$ cat src/rtl/alu_reg_pkg.sv
// Shared defaults and FSM encoding for the ALU register sequencer.
package alu_reg_pkg;

  localparam int unsigned WIDTH_DEF  = 8;
  localparam int unsigned ADDR_W_DEF = 2;

  typedef enum logic [1:0] {
    S_IDLE = 2'd0,
    S_EXEC = 2'd1,
    S_DONE = 2'd2
  } state_t;

endpackage

$ cat src/rtl/regfile_4x8.sv
// Register file: one synchronous write port, three combinational read ports
// (operand A, operand B, debug). Asynchronous active-high clear.
module regfile_4x8
  import alu_reg_pkg::*;
#(
  parameter int unsigned WIDTH  = WIDTH_DEF,
  parameter int unsigned ADDR_W = ADDR_W_DEF
) (
  input  logic              clk,
  input  logic              rst,
  input  logic              we,
  input  logic [ADDR_W-1:0] waddr,
  input  logic [WIDTH-1:0]  wdata,
  input  logic [ADDR_W-1:0] raddr_a,
  output logic [WIDTH-1:0]  rdata_a,
  input  logic [ADDR_W-1:0] raddr_b,
  output logic [WIDTH-1:0]  rdata_b,
  input  logic [ADDR_W-1:0] raddr_d,
  output logic [WIDTH-1:0]  rdata_d
);

  localparam int unsigned DEPTH = 1 << ADDR_W;

  logic [WIDTH-1:0] regs [DEPTH];

  // Storage: cleared on reset, written on the rising edge when enabled
  always_ff @(posedge clk or posedge rst) begin
    if (rst) begin
      for (int unsigned i = 0; i < DEPTH; i++) begin
        regs[i] <= '0;
      end
    end else if (we) begin
      regs[waddr] <= wdata;
    end
  end

  // Read ports: pure combinational lookups
  always_comb begin
    rdata_a = regs[raddr_a];
    rdata_b = regs[raddr_b];
    rdata_d = regs[raddr_d];
  end

endmodule

$ cat src/rtl/alu_reg_sequencer.sv
// Command sequencer around an external combinational ALU: loads immediates
// or stages two register operands on R2/R3 and writes the ALU result back.
module alu_reg_sequencer
  import alu_reg_pkg::*;
#(
  parameter int unsigned WIDTH  = WIDTH_DEF,
  parameter int unsigned ADDR_W = ADDR_W_DEF
) (
  input  logic              clk,
  input  logic              rst,
  input  logic              cmd_valid,
  output logic              cmd_ready,
  input  logic              cmd_load,
  input  logic [ADDR_W-1:0] cmd_dst,
  input  logic [ADDR_W-1:0] cmd_src_a,
  input  logic [ADDR_W-1:0] cmd_src_b,
  input  logic [WIDTH-1:0]  cmd_imm,
  output logic [WIDTH-1:0]  R2,
  output logic [WIDTH-1:0]  R3,
  input  logic [WIDTH-1:0]  alu_result,
  output logic              done,
  input  logic [ADDR_W-1:0] rd_addr,
  output logic [WIDTH-1:0]  rd_data
);

  state_t              state;
  logic [ADDR_W-1:0]   dst;
  logic                accept;
  logic                we;
  logic [ADDR_W-1:0]   waddr;
  logic [WIDTH-1:0]    wdata;
  logic [WIDTH-1:0]    op_a;
  logic [WIDTH-1:0]    op_b;

  assign accept = cmd_valid && cmd_ready;

  // Write-port steering: immediate on a load accept, ALU result at end of EXEC
  always_comb begin
    we    = 1'b0;
    waddr = cmd_dst;
    wdata = cmd_imm;
    if (state == S_IDLE && accept && cmd_load) begin
      we = 1'b1;
    end else if (state == S_EXEC) begin
      we    = 1'b1;
      waddr = dst;
      wdata = alu_result;
    end
  end

  regfile_4x8 #(
    .WIDTH  (WIDTH),
    .ADDR_W (ADDR_W)
  ) u_regfile (
    .clk     (clk),
    .rst     (rst),
    .we      (we),
    .waddr   (waddr),
    .wdata   (wdata),
    .raddr_a (cmd_src_a),
    .rdata_a (op_a),
    .raddr_b (cmd_src_b),
    .rdata_b (op_b),
    .raddr_d (rd_addr),
    .rdata_d (rd_data)
  );

  // Sequencer FSM with registered ready/done/operand outputs
  always_ff @(posedge clk or posedge rst) begin
    if (rst) begin
      state     <= S_IDLE;
      cmd_ready <= 1'b1;
      done      <= 1'b0;
      R2        <= '0;
      R3        <= '0;
      dst       <= '0;
    end else begin
      case (state)
        S_IDLE: begin
          if (accept) begin
            cmd_ready <= 1'b0;
            if (cmd_load) begin
              state <= S_DONE;
              done  <= 1'b1;
            end else begin
              state <= S_EXEC;
              R2    <= op_a;
              R3    <= op_b;
              dst   <= cmd_dst;
            end
          end
        end
        S_EXEC: begin
          state <= S_DONE;
          done  <= 1'b1;
        end
        S_DONE: begin
          state     <= S_IDLE;
          done      <= 1'b0;
          cmd_ready <= 1'b1;
        end
        default: begin
          state     <= S_IDLE;
          done      <= 1'b0;
          cmd_ready <= 1'b1;
        end
      endcase
    end
  end

endmodule

$ cat config.mk
export PLATFORM = sky130hd
export DESIGN_NAME = alu_reg_sequencer
export DESIGN_NICKNAME = d
export VERILOG_FILES = /design/src/rtl/alu_reg_pkg.sv /design/src/rtl/regfile_4x8.sv /design/src/rtl/alu_reg_sequencer.sv
export SDC_FILE = /design/constraint.sdc
export NUM_CORES = 1
export LEC_CHECK = 0
export CORE_MARGIN = 3
export CORE_UTILIZATION = 50
export CTS_CLUSTER_SIZE = 30
export DETAILED_ROUTE_END_ITERATION = 10
export PLACE_DENSITY = 0.86
export SLEW_MARGIN = 0
export SYNTH_ARGS = -nofsm -noshare
export SYNTH_HDL_FRONTEND = slang
export SYNTH_SLANG_ARGS = --single-unit
$ cat constraint.sdc
create_clock -name clk -period 2.1 [get_ports clk]
set_input_delay 0.21 -clock clk [delete_from_list [all_inputs] [get_ports clk]]
set_output_delay 0.21 -clock clk [all_outputs]
set_load 0.02 [all_outputs]
==> flow_metrics.py <==
metrics = {
    "outcome": {
        "status": "completed",
    },
    "logic_synthesis": {
        "synth_area_leaders": "dfrtp_1 (49%), mux2_2 (23%), mux4_2 (20%)",
        "syn_area_per_cell_um2": 16.8,
        "syn_inst": 163,
        "synth_area_mm2": 0.00273,
        "synth.yosys.seq_area_share": 0.495,
        "synth-main-ff-cell": "dfrtp_1",
        "synth_top_area_frac": 0.486,
        "synth_edf_count": 0,
        "synth_most_common_cell": "mux2_2",
        "syn-num-nets": 191,
        "synth.ff_latch_count": 54,
        "yosys_warnings": 0,
        "ys_async_sr_fraction": 1.00,
        "yosys.area.top_type": "dfrtp_1",
        "ys_types": 22,
        "synth_top_cells_by_count": "mux2_2 (56), dfrtp_1 (53), mux4_2 (24), buf_2 (4), nand2_2 (4)",
    },
    "timing": {
        "skew_ns": 0.00736,
        "fin_crit_ns": 2.00,
        "worst_pin_slew_ns": 0.511,
        "fmax_mhz": 500,
        "setup_viol": 0,
        "tns_ns": 0,
        "finalCritPeriodShare": 0.953,
        "hold_ws_ns": 0.258,
        "finalHoldViolCount": 0,
        "slew_headroom": 0.659,
        "grt_setup_unrepaired": "false",
        "maxSlewViolCount": 0,
    },
    "worst_setup_path": {
        "path_cells": "clkdlybuf4s50_1 > mux4_2 > clkdlybuf4s50_1",
        "slowest_stage": "clkdlybuf4s50_1",
        "crit_family": "buffers and inverters",
        "cp_slowest_stage_delay_ns": 0.55,
        "crit_path_start_kind": "input pin",
        "cp.arrival_ns": 1.79,
        "critPathMostFrequentCell": "clkdlybuf4s50_1",
        "critPathCaptureType": "output pin",
        "cp_max_fo": 3,
        "worstSetupPathType": "in -> out",
        "crit_required_ns": 1.89,
        "crit_buf_inv": 2,
    },
    "clocking": {
        "cts_root_buf": "clkbuf_8",
        "cts_buffer_depth": 2,
        "numCtsBuffers": 5,
        "clock_sinks": 54,
        "cts_tree": "built",
        "postCtsHoldBufs": 0,
        "clock_latency_ns": 0.31,
        "clk_pin_slew_worst_paths_ns": 0.10,
        "htreeDepth": 2,
    },
    "route": {
        "drcViolationCount": 0,
        "ant_nets": 0,
        "dr.first_iter.drc_count": 72,
        "dr.pass1.iters": 4,
        "via_count": 1695,
        "viasPerCell": 5.67,
        "routed_wl_um": 5870,
        "wl_per_cell_um": 19.6,
    },
    "job": {
        "drv_cap": 0,
    },
    "floorplan": {
        "die_y_um": 79.9,
        "start_util": 0.525,
        "die-width_um": 79.9,
        "dieArea_mm2": 0.00639,
        "rows": 26,
        "ios": 54,
        "design.core.area_mm2": 0.00520,
    },
    "finish": {
        "n_fill_cell": 397,
        "drive_above_1_share": 0.489,
        "multi_input_comb_area_mm2": 0.00132,
        "seq_area_mm2": 0.00135,
        "area_delta_synth_final_pct": 28.2,
        "antenna-diode-count": 0,
        "finish.instance_area_mm2": 0.00350,
        "final_nets": 256,
    },
    "placed_design": {
        "post_dp_cell_area_mm2": 0.00342,
        "post-dp-hpwl_um": 4230,
        "place.gp.congestion": 0.771,
        "place.port_buffers": 53,
    },
    "worst_hold_path": {
        "hp-class": "in -> async",
    },
    "global_route": {
        "grt_usage": 0.210,
        "grt_pass1_wl_um": 9890,
        "grt_max_degree": 25,
        "grt_overflow_total": 0,
        "antenna_found_initial": 0,
        "grt_pass1_vias": 1879,
    },
    "pwr": {
        "p_leak_nw": 1.63,
        "powerDensity_mw_per_mm2": 511,
        "vdd.ir_drop.worst_mv": 0.471,
        "power_mw": 1.79,
    },
}
-- metal layers --
metal  GRT usage  vias up  share of wire
li1            -      764              -
met1       0.288      863           0.44
met2       0.330       57           0.48
met3      0.0451       11          0.056
met4      0.0794        0          0.022
met5           0        -              0
-- final cells by class --
cell class | instances | area share
Clock inverter | 1 | 0.00143
Timing Repair Buffer | 67 | 0.183
Multi-Input combinational cell | 98 | 0.378
Tap cell | 70 | 0.0250
Inverter | 2 | 0.00214
Clock buffer | 7 | 0.0247
Sequential cell | 54 | 0.386
-- flip-flops by register name, summed over array words and instances (netlist names) --
register        count
dst                 2
done                1
R3                  8
R2                  8
cmd_ready           1
u_regfile.regs     32
state               2
-- worst reg2reg max path: stages, from the launching register on --
cell and delay, ns:
dfrtp_1 0.47, nor2b_2 0.23, buf_4 0.23, mux2i_2 0.30
nand2_2 0.22, mux2_2 0.34
-- through the flow --
| step | util | worst slack [ns] | cells |
|---|---|---|---|
| floorplan | - | 0.442 | 163 |
| global placement | 0.657 | -0.0459 | 291 |
| detailed placement | 0.657 | -0.0631 | 291 |
| CTS | 0.673 | 0.0809 | 299 |
| global route | 0.673 | 0.0406 | 299 |
| finish | 0.673 | 0.0982 | 299 |
-- where the power goes --
group	switching (mW)	internal (mW)	total, mW
sequential	0	1.04	1.04
combinational	0.0684	0.0856	0.154
clock	0.330	0.267	0.597
total	0.399	1.39	1.79
-- path summary, 6_finish.rpt --
check / startpoint / end / slack (ns) / cells after the start
min reg2reg: R2[5] / R2[5] / 0.51 / 1
max: rd_addr[1] / rd_data[6] / 0.1 / 3
max in group asynchronous: rst / R3[0] / 1.14 / 3
max reg2reg: state[1] / u_regfile.regs[27] / 0.21 / 5
min: rst / done / 0.26 / 2
min in group clk: R2[5] / R2[5] / 0.51 / 1
-- layout by cell type (no fill, tap or decap), types with 2 or more instances in the layout --
cell | netlist | final
mux2_2 | 56 | 56
clkbuf_8 | 0 | 6
mux4_2 | 24 | 24
nand2_2 | 4 | 4
mux2_1 | 2 | 2
dfrtp_1 | 53 | 53
dlygate4sd2_1 | 0 | 7
buf_4 | 0 | 13
clkdlybuf4s50_1 | 0 | 46
-- repair_timing --
item / in CTS / in global routing
hold endpoints to repair: 0 / 0
setup endpoints to repair: 7 / 0
gates resized for setup: 7 / 0
buffers inserted: 0 / 0
-- cell families (layout without fill, tap and decap cells) --
logic type | after synthesis | count (layout) | share of synthesized area
buffers and inverters | 11 | 77 | 0.0224
AOI/OAI and AO/OA | 3 | 3 | 0.00733
and+or+nand+nor | 10 | 10 | 0.0238
muxes | 85 | 85 | 0.451
DFF | 54 | 54 | 0.495
(Power assumes the default switching activity.)
